File: config.mk
export PLATFORM = sky130hd
export DESIGN_NAME = prog_loader_arb
export DESIGN_NICKNAME = d
export VERILOG_FILES = /design/src/rtl/prog_loader_arb.sv
export SDC_FILE = /design/constraint.sdc
export NUM_CORES = 1
export LEC_CHECK = 0
export CAP_MARGIN = 15
export CORE_ASPECT_RATIO = 0.7
export CORE_MARGIN = 2
export CORE_UTILIZATION = 25
export CTS_BUF_LIST = sky130_fd_sc_hd__clkbuf_2
export CTS_CLUSTER_SIZE = 28
export DETAILED_ROUTE_END_ITERATION = 10
export GPL_TIMING_DRIVEN = 0
export PLACE_DENSITY = 0.57
export SYNTH_ARGS = -nofsm -noshare
export SYNTH_HDL_FRONTEND = slang
export SYNTH_SLANG_ARGS = --single-unit
File: constraint.sdc
create_clock -name clk -period 3.5 [get_ports clk]
set_input_delay 0.525 -clock clk [delete_from_list [all_inputs] [get_ports clk]]
set_output_delay 0.525 -clock clk [all_outputs]
set_load 0.1 [all_outputs]
File: src/rtl/prog_loader_arb.sv
// Memory-port arbiter and program sequencer: host streams an image in,
// reads it back to verify, then releases the core for a bounded run.
module prog_loader_arb #(
    parameter int ADDR_WIDTH = 16,
    parameter int DATA_WIDTH = 8,
    parameter int CNT_WIDTH  = 16
) (
    input  logic                  clk,
    input  logic                  reset,
    input  logic                  host_start,
    input  logic [ADDR_WIDTH-1:0] host_base,
    input  logic [ADDR_WIDTH-1:0] host_len,
    input  logic [CNT_WIDTH-1:0]  host_run_cycles,
    input  logic                  host_valid,
    input  logic [DATA_WIDTH-1:0] host_data,
    output logic                  host_ready,
    input  logic                  host_halt,
    input  logic                  host_rd_req,
    input  logic [ADDR_WIDTH-1:0] host_rd_addr,
    output logic                  host_rd_valid,
    output logic [DATA_WIDTH-1:0] host_rd_data,
    input  logic [ADDR_WIDTH-1:0] core_addr,
    input  logic                  core_we,
    input  logic [DATA_WIDTH-1:0] core_din,
    output logic [ADDR_WIDTH-1:0] mem_addr,
    output logic                  mem_we,
    output logic [DATA_WIDTH-1:0] mem_din,
    input  logic [DATA_WIDTH-1:0] mem_dout,
    output logic                  core_reset_n,
    output logic [2:0]            state,
    output logic [DATA_WIDTH-1:0] checksum,
    output logic                  verify_err,
    output logic                  done
);

    localparam logic [2:0] S_IDLE   = 3'd0;
    localparam logic [2:0] S_LOAD   = 3'd1;
    localparam logic [2:0] S_VERIFY = 3'd2;
    localparam logic [2:0] S_RUN    = 3'd3;
    localparam logic [2:0] S_HALT   = 3'd4;

    localparam logic [CNT_WIDTH-1:0] RUN_ONE = 1;

    logic [2:0]            state_q, state_d;
    logic [ADDR_WIDTH-1:0] base_q, base_d;
    logic [ADDR_WIDTH-1:0] len_q, len_d;
    logic [CNT_WIDTH-1:0]  run_q, run_d;
    // One extra bit so VERIFY can count through len+1
    logic [ADDR_WIDTH:0]   cnt_q, cnt_d;
    logic [DATA_WIDTH-1:0] csum_q, csum_d;
    logic [DATA_WIDTH-1:0] vsum_q, vsum_d;
    logic                  verr_q, verr_d;
    logic                  crn_q, crn_d;
    logic                  rdv_q, rdv_d;

    logic [ADDR_WIDTH:0]   len_x;
    logic [ADDR_WIDTH:0]   cnt_inc;

    assign len_x   = {1'b0, len_q};
    assign cnt_inc = cnt_q + 1'b1;

    always_comb begin
        state_d  = state_q;
        base_d   = base_q;
        len_d    = len_q;
        run_d    = run_q;
        cnt_d    = cnt_q;
        csum_d   = csum_q;
        vsum_d   = vsum_q;
        verr_d   = verr_q;
        rdv_d    = 1'b0;
        mem_addr = '0;
        mem_we   = 1'b0;
        mem_din  = '0;
        unique case (state_q)
            S_IDLE, S_HALT: begin
                if (host_start) begin
                    base_d  = host_base;
                    len_d   = host_len;
                    run_d   = host_run_cycles;
                    cnt_d   = '0;
                    csum_d  = '0;
                    vsum_d  = '0;
                    verr_d  = 1'b0;
                    state_d = (host_len != '0) ? S_LOAD : S_RUN;
                end else if (host_rd_req) begin
                    mem_addr = host_rd_addr;
                    rdv_d    = 1'b1;
                end
            end
            S_LOAD: begin
                if (host_valid) begin
                    mem_we   = 1'b1;
                    mem_addr = base_q + cnt_q[ADDR_WIDTH-1:0];
                    mem_din  = host_data;
                    csum_d   = csum_q ^ host_data;
                    cnt_d    = cnt_inc;
                    if (cnt_inc == len_x) begin
                        cnt_d   = '0;
                        state_d = S_VERIFY;
                    end
                end
            end
            S_VERIFY: begin
                if (cnt_q < len_x) begin
                    mem_addr = base_q + cnt_q[ADDR_WIDTH-1:0];
                end
                // Read i returns in cycle i+1
                if (cnt_q != '0 && cnt_q <= len_x) begin
                    vsum_d = vsum_q ^ mem_dout;
                end
                if (cnt_q == len_x + 1'b1) begin
                    cnt_d = '0;
                    if (vsum_q != csum_q) begin
                        verr_d  = 1'b1;
                        state_d = S_HALT;
                    end else begin
                        state_d = S_RUN;
                    end
                end else begin
                    cnt_d = cnt_inc;
                end
            end
            S_RUN: begin
                mem_addr = core_addr;
                mem_we   = core_we;
                mem_din  = core_din;
                if (run_q != '0) begin
                    run_d = run_q - 1'b1;
                end
                if (host_halt) begin
                    state_d = S_HALT;
                end else if (run_q == RUN_ONE) begin
                    state_d = S_HALT;
                end
            end
            default: state_d = S_IDLE;
        endcase
        crn_d = (state_d == S_RUN);
    end

    always_ff @(posedge clk) begin
        if (reset) begin
            state_q <= S_IDLE;
            base_q  <= '0;
            len_q   <= '0;
            run_q   <= '0;
            cnt_q   <= '0;
            csum_q  <= '0;
            vsum_q  <= '0;
            verr_q  <= 1'b0;
            crn_q   <= 1'b0;
            rdv_q   <= 1'b0;
        end else begin
            state_q <= state_d;
            base_q  <= base_d;
            len_q   <= len_d;
            run_q   <= run_d;
            cnt_q   <= cnt_d;
            csum_q  <= csum_d;
            vsum_q  <= vsum_d;
            verr_q  <= verr_d;
            crn_q   <= crn_d;
            rdv_q   <= rdv_d;
        end
    end

    assign host_ready    = (state_q == S_LOAD);
    assign host_rd_valid = rdv_q;
    assign host_rd_data  = rdv_q ? mem_dout : '0;
    assign core_reset_n  = crn_q;
    assign state         = state_q;
    assign checksum      = csum_q;
    assign verify_err    = verr_q;
    assign done          = (state_q == S_HALT);

endmodule
# Yosys cells after proc, flatten, opt, wreduce, memory -nomap -nowiden
# Index checks and enable logic that the tools add are counted.
dict set report totals {
  reg_bits 87
  word_cells 88
  input_bits 111
}
dict set report classes {
  bitwise_logic 3
  n_eq_ne 15
  n_reduce_logical 17
  mux 37
  magnitude_cmp 2
  add_sub_neg 4
}
# operator count
set ops {}
lappend ops {{16-bit two-way mux} 6}
lappend ops {{17-bit two-way mux} 4}
lappend ops {{16-bit one-hot mux with 4 select lines} 1}
lappend ops {{17-bit one-hot mux with 3 select lines} 1}
lappend ops {{8-bit one-hot mux with 2 select lines} 3}
lappend ops {{8-bit two-way mux} 5}
lappend ops {{16-bit one-hot mux with 2 select lines} 1}
lappend ops {{16-bit nonzero test} 2}
lappend ops {{3-bit two-way mux} 7}
lappend ops {{16-bit by 1-bit adder with 17-bit output, second input constant} 1}
lappend ops {{17-bit by 1-bit adder with 17-bit output, second input constant} 1}
lappend ops {{17-bit by 16-bit == test with 1-bit output} 1}
lappend ops {{17-bit == test} 1}
lappend ops {{17-bit by 16-bit less-or-equal comparator with 1-bit output} 1}
lappend ops {{17-bit by 16-bit less-than comparator with 1-bit output} 1}
lappend ops {{17-bit nonzero test} 1}
lappend ops {{16-bit adder} 1}
lappend ops {{16-bit by 1-bit == test with 1-bit output, second input constant} 1}
lappend ops {{16-bit by 1-bit subtractor with 16-bit output, second input constant} 1}
lappend ops {{8-bit bitwise XOR} 2}
lappend ops {{2-bit != test, second input constant} 6}
lappend ops {{3-bit one-hot mux with 4 select lines} 1}
lappend ops {{3-bit AND reduction} 4}
lappend ops {{3-bit by 2-bit == test with 1-bit output, second input constant} 3}
lappend ops {{other kinds (15)} 22}

# Longest topological paths before layout
# Gate-level depths: netlist of the first run.
dict set report logic_depth {
  ltp_word 6
  depth_mapped 12
}

# Worst setup path before layout of the first run
# OpenSTA, ideal clock, no wires.
dict set report synth_path {
  kind {flip-flop to output port}
  from {register cnt_q[0]}
  to {output mem_addr[14]}
  stages_incl_launch_ff 11
  setup_slack_ns -1.406
  t_arrival_ns 4.381
  path_cell_list {dfxtp_1 -> ha_1 -> fa_1 -> a21o_1 -> a21oi_1 -> o21ai_0 -> a221oi_1 -> o2111ai_1 -> a21oi_1 -> xor2_1 -> o21ai_0}
}
dict set report synth_between {
  elab_chain_len 3
  elab_cells_between_ends 5
  cone_classes {1 x add/sub; 1 x order compare; 3 x mux}
}
# item line
set synth_rtl {}
lappend synth_rtl {{start: declaration} 49} ;# logic [ADDR_WIDTH:0] cnt_q, cnt_d;
lappend synth_rtl {{start signal: assignment} 159} ;# cnt_q <= cnt_d;
lappend synth_rtl {{16-bit adder / 17-bit by 16-bit less-than comparator with 1-bit output (equally long branches)} {94, 106, 105}}
lappend synth_rtl {{16-bit two-way mux, on equally long branches} {105, 92}}
lappend synth_rtl {{16-bit one-hot mux with 4 select lines (*)} 75} ;# unique case (state_q)
lappend synth_rtl {{end: declaration} 25} ;# output logic [ADDR_WIDTH-1:0] mem_addr,
# Every way passes the cells marked *; elsewhere a longest branch is shown, timed or not.

# Worst setup path in the final report of the first run
# Same ends and word-level chain as after synthesis.

==> results.json, run 1 <==
{
  "max_freq_ghz": 0.270,
  "ir_worst_vdd_mv": 0.154,
  "crit_path_end_kind": "primary output",
  "first_global_vias": 7289,
  "p_sw_uw": 1270,
  "clockRootBuffer": "clkbuf_2",
  "whs_ns": 0.397,
  "tightest_slew_ns": 1.15,
  "synthesis.area_um2": 6730,
  "setup_violations": 4,
  "fin_crit_ns": 3.70,
  "cts_buffers": 9,
  "maxCapViolCount": 0,
  "yosys-top-cells-area": "dfxtp_1 (26%), nand2_1 (7.5%), ha_1 (6.7%), a21oi_1 (5.4%), xnor2_1 (4.4%)",
  "io_pins": 160,
  "period_share_pct": 106,
  "cts.sinks": 87,
  "yosysWarnings": 0,
  "slew_headroom_pct": 22.6,
  "grt_pass1_wl_mm": 41.1,
  "hp-class": "in2reg",
  "nets": 1250,
  "p_clk_share_pct": 16.4,
  "postPlaceCellArea_um2": 8800,
  "synth_top_cell_area_share_pct": 25.9,
  "failed_checks": "setup timing",
  "layout.cells.non_filler": 1470,
  "dpl.cell_count": 1421,
  "syn_to_final_growth_pct": 47.6,
  "start_util_pct": 25.3,
  "dr.max_layer_used": "met4",
  "routabilityCongestion": 0.928,
  "routed_wl_mm": 26.4,
  "first_iter_violations": 598,
  "die_area_um2": 28300,
  "finalInstanceArea_um2": 9940,
  "ff2ff_path_depth": 11,
  "p_sw_share_pct": 43.2,
  "antenna_found_initial": 1,
  "vias": 7557,
  "wl_met2_mm": 10.9,
  "status": "finished with violations",
  "wl_met1_mm": 12.9,
  "cts_tree": "built",
  "fp-row-count": 50,
  "cts_htree_levels": 3,
  "critPathKind": "reg2out",
  "met3_length_mm": 2.16,
  "synthFlopType": "dfxtp_1",
  "internal_power_uw": 1670,
  "yosysTopAreaCell": "dfxtp_1",
  "p_leak_uw": 0.00370,
  "power_density_nw_per_um2": 296,
  "rsz0062_at_grt": "yes",
  "antenna_left": 0,
  "insertion_delay_ns": 0.64,
  "cts_buffer_depth": 2,
  "place_hpwl_mm": 19.8,
  "n_fill_cell": 2781,
  "cp_max_fo": 2,
  "routedWlPerCell_um": 18.0,
  "via_per_inst": 5.14,
  "chipHeight_um": 141,
  "overflow": 0,
  "holdBufCountCts": 0,
  "synth.avg_cell_area_um2": 7.50,
  "track_usage_pct": 18.3,
  "syn-instance-count": 898,
  "fin_skew_ns": 0.0494,
  "io_buffers": 159,
  "slew_viol_final": 0,
  "power_uw": 2940,
  "setup_ws_ns": -0.200,
  "tns_ns": -0.466,
  "synth_fp_nets": 1046,
  "grt_max_degree": 15,
  "synth_cell_type_count": 74,
  "core_area_um2": 26600,
  "antennaDiodeCount": 0,
  "synth-async-reset-ratio_pct": 0,
  "drive_gt1_share_pct": 19.4,
  "clkTransAtPathRegs_ns": 0.29,
  "cp.required_ns": 2.97,
  "regArea_um2": 1830,
  "firstDrtPassIters": 5,
  "p_seq_share_pct": 38.5,
  "crit_path_start_kind": "register",
  "ys_seq_elements": 87,
  "hold_depth": 3,
  "drc": 0,
  "ys_seq_area_share_pct": 25.9,
  "p_comb_share_pct": 45.1,
  "die_w_um": 200,
  "multi_input_area_um2": 5090,
  "crit_arrival_ns": 3.17,
  "hold_viol": 0,
  "synth_edf_count": 0
}
## repair_timing
item | CTS | global route
hold endpoints to repair | 0 | 0
gates cloned | 1 | 0
setup buffers | 35 | 5
pin swaps | 34 | 17
resized for setup | 326 | 34
setup endpoints to repair | 26 | 40
## sequential cells by signal, indices dropped and copies added (netlist names)
register       flops
state              3
run_q             16
len_q             16
cnt_q             17
core_reset_n       1
verify_err         1
checksum           8
vsum_q             8
base_q            16
host_rd_valid      1
## routing by layer
metal	up-vias	global-route usage [%]
li1	3685	-
met1	3563	26.4
met2	280	27.6
met3	29	4.52
met4	0	3.93
met5	-	0
## per-stage QoR
stage / setup slack [ns] / utilization (%)
2_1_floorplan: -0.380 / -
3_3_place_gp: -1.53 / 33.1
3_5_place_dp: -1.08 / 33.1
4_1_cts: -0.231 / 36.8
5_1_grt: -0.330 / 37.4
6_report: -0.200 / 37.4
## power by group through the flow
stage / Clock [µW] / Sequential, µW / Combinational [µW]
4_1_cts: 499 / 1130 / 1300
3_5_place_dp: 0 / 1160 / 1130
3_3_place_gp: 0 / 1160 / 1120
6_report: 483 / 1130 / 1330
2_1_floorplan: 0 / 1200 / 690
5_1_grt: 532 / 1150 / 1420
## critical path, cell delays in order (launching register included)
cell and delay (ns):
dfxtp_4 0.43, ha_4 0.16, fa_2 0.33, a21o_1 0.17, a21oi_2 0.17, o21ai_2 0.09
a221oi_2 0.34, o2111ai_2 0.18, a21oi_2 0.16, xor2_1 0.22, o21ai_2 0.11, buf_12 0.19
## synth_stat cells (7+ instances only)
master,count
and3_1,16
ha_1,36
nor4_1,17
a221oi_1,12
a211o_1,7
xnor2_1,34
nand3_1,25
a22oi_1,24
a22o_1,14
a21oi_1,72
xor2_1,28
nor3_1,18
and2_1,13
buf_2,10
inv_1,37
a211oi_1,16
dfxtp_1,87
nand2_1,135
or3_1,16
nand4_1,13
clkbuf_1,36
o21ai_0,47
nor2_1,52
and4_1,8
a21o_1,11
## final timing paths
kind,from,to,slack [ns]
max,cnt_q[0],mem_addr[14],-0.20
min,host_base[13],base_q[13],0.40
max reg2reg,cnt_q[1],cnt_q[14],0.22
min reg2reg,verify_err,verify_err,0.48
## cell usage in the layout, fill, tap and decap left out, types with 27 or more instances in the layout
cell type and count:
inv_1 31, xnor2_1 32, clkbuf_1 29, nand2_1 135, a21oi_1 63, clkdlybuf4s50_1 132, nor2_1 49, o21ai_0 27
dfxtp_1 58, buf_4 42
## cells by family (layout without fill, tap and decap cells)
kind of cell | after synthesis | after routing | synth area share [%]
muxes | 5 | 5 | 0.762
DFF | 87 | 87 | 25.9
adders and majority gates | 37 | 37 | 6.99
AOI/OAI and AO/OA | 261 | 261 | 25.9
buffers and inverters | 96 | 304 | 6.08
xor gates and xnor gates | 63 | 63 | 8.31
and+or+nand+nor | 349 | 349 | 26.1
## area by class of cell
| cell class | instances | area share [%] |
|---|---|---|
| clock buffer | 9 | 0.453 |
| tap | 364 | 4.58 |
| clock inverter | 6 | 0.378 |
| sequential | 87 | 18.4 |
| inverter | 37 | 1.49 |
| timing repair buffer | 197 | 20.5 |
| buffer | 55 | 3.01 |
| multi-input combinational | 715 | 51.2 |
(Power assumes the default switching activity.)
==> run 2, diff against run 1 <==
PLACE_DENSITY = not set   (was 0.57)
PLACE_DENSITY_LB_ADDON = 0.3   (was not set)
==> run 2 against run 1 <==
Compared with the run above:
- the flow still finishes with violations (setup timing)
- fmax down 1.1%
- count of clock-buffer cells in the layout is 2 higher
- routed wire length down 2.2%
- setup slack got worse by 0.040 ns
- hold slack got worse by 0.0098 ns
- final cell count fell by 0.34%
- clock skew shrank 0.0023 ns
- via count is 0.54% lower
- design area shrank 2.2%
- non-clock buffer count shrank 5
- global-route usage decreased by 0.61 points
- die area is the same
- largest cell class unchanged
- largest power group unchanged
==> results.json, run 2 (synthesis results as in run 1) <==
{
  "status": "finished with violations",
  "failed_checks": "setup timing",
  "rsz0062_at_grt": "yes",
  "cts.sinks": 87,
  "cts_tree": "built",
  "tns_ns": -0.619,
  "first_global_vias": 7095,
  "fp-row-count": 50,
  "largest_reg_flops": 17,
  "insertion_delay_ns": 0.65,
  "final_cell_mix": "nand2_1 (135), clkdlybuf4s50_1 (133), a21oi_1 (66)",
  "setup_violations": 6,
  "regArea_um2": 1820,
  "die_w_um": 200,
  "die_area_um2": 28300,
  "core_area_um2": 26600,
  "track_usage_pct": 17.7,
  "firstDrtPassIters": 5,
  "wl_met2_mm": 10.8,
  "hp-class": "in2reg",
  "maxCapViolCount": 0,
  "routedWlPerCell_um": 17.6,
  "wl_met1_mm": 12.8,
  "start_util_pct": 25.3,
  "cp.required_ns": 2.97,
  "grt_max_degree": 15,
  "drc": 0,
  "io_pins": 160,
  "met3_length_mm": 1.89,
  "dr.max_layer_used": "met4",
  "period_share_pct": 107,
  "holdBufCountCts": 0,
  "critPathKind": "reg2out",
  "syn_to_final_growth_pct": 44.3,
  "first_iter_violations": 417,
  "slew_viol_final": 0,
  "io_buffers": 159,
  "clkTransAtPathRegs_ns": 0.28,
  "place_hpwl_mm": 19.8,
  "crit_path_end_kind": "primary output",
  "clockRootBuffer": "clkbuf_2",
  "antennaDiodeCount": 0,
  "fin_skew_ns": 0.0472,
  "nets": 1245,
  "routed_wl_mm": 25.8,
  "routabilityCongestion": 0.927,
  "cts_htree_levels": 3,
  "drive_gt1_share_pct": 17.7,
  "via_per_inst": 5.13,
  "overflow": 0,
  "p_leak_uw": 0.00362,
  "postPlaceCellArea_um2": 8800,
  "finalInstanceArea_um2": 9720,
  "crit_arrival_ns": 3.22,
  "crit_path_start_kind": "register",
  "multi_input_area_um2": 4970,
  "max_freq_ghz": 0.267,
  "antenna_found_initial": 0,
  "tightest_slew_ns": 1.16,
  "regMostFlops": "cnt_q",
  "cp_max_fo": 2,
  "cts_buffer_depth": 2,
  "ir_worst_vdd_mv": 0.187,
  "antenna_left": 0,
  "cts_buffers": 9,
  "fin_crit_ns": 3.74,
  "setup_ws_ns": -0.240,
  "hold_viol": 0,
  "final_common_cell": "nand2_1",
  "grt_pass1_wl_mm": 39.7,
  "n_fill_cell": 2817,
  "vias": 7516,
  "power_density_nw_per_um2": 305,
  "chipHeight_um": 141,
  "slew_headroom_pct": 21.8
}
[run 2: power breakdown]
| group | internal, µW | total, µW | switching (µW) |
|---|---|---|---|
| Clock | 172 | 566 | 394 |
| Sequential | 1060 | 1140 | 81.0 |
| Combinational | 492 | 1260 | 770 |
| Total | 1720 | 2970 | 1250 |
[run 2: layer usage]
layer / vias up / global-route usage, %
li1: 3678 / -
met1: 3544 / 25.8
met5: - / 0
met2: 270 / 26.7
met4: 0 / 4.24
met3: 24 / 3.63
[run 2: final cells by class]
cell class                      count  share of cell area (%)
Buffer                             54                    2.94
Clock buffer                       11                   0.566
Clock inverter                      4                   0.566
Inverter                           37                    1.49
Multi-Input combinational cell    715                    51.1
Sequential cell                    87                    18.7
Tap cell                          364                    4.69
Timing Repair Buffer              193                    19.9
[run 2: final timing paths]
kind	startpoint	to	slack, ns	cells past startpoint
worst max register to register	cnt_q[1]	cnt_q[9]	0.13	10
worst max-delay path	cnt_q[0]	mem_addr[14]	-0.24	11
worst min-delay path	host_base[9]	base_q[9]	0.39	3
worst min register to register	base_q[3]	base_q[3]	0.48	2
[run 2: metrics by stage]
stage / setup WS (ns) / instances / utilization (%) / power [µW] / hold slack [ns]
floorplan: -0.380 / 898 / - / 1890 / 0.441
global placement: -1.47 / 1421 / 33.1 / 2280 / 0.446
detailed placement: -1.09 / 1421 / 33.1 / 2280 / 0.454
CTS: -0.235 / 1452 / 35.6 / 2950 / 0.350
global route: -0.337 / 1465 / 36.6 / 3120 / 0.373
finish: -0.240 / 1465 / 36.6 / 2970 / 0.387
[run 2: what timing repair did]
item                                    CTS  global route
gates cloned                              1             0
setup buffers                            18            16
pin swaps                                28            26
endpoints found under the setup margin   26            30
gates resized for setup                 284            35
[run 2: critical path, stage by stage, from the launching register on]
cell       delay, ns
dfxtp_4         0.42
ha_4            0.17
fa_2            0.36
a21o_1          0.18
a21oi_2         0.19
o21ai_2         0.10
a221oi_2        0.32
o2111ai_2       0.16
a21oi_2         0.17
xor2_1          0.23
o21ai_2         0.12
buf_12          0.19
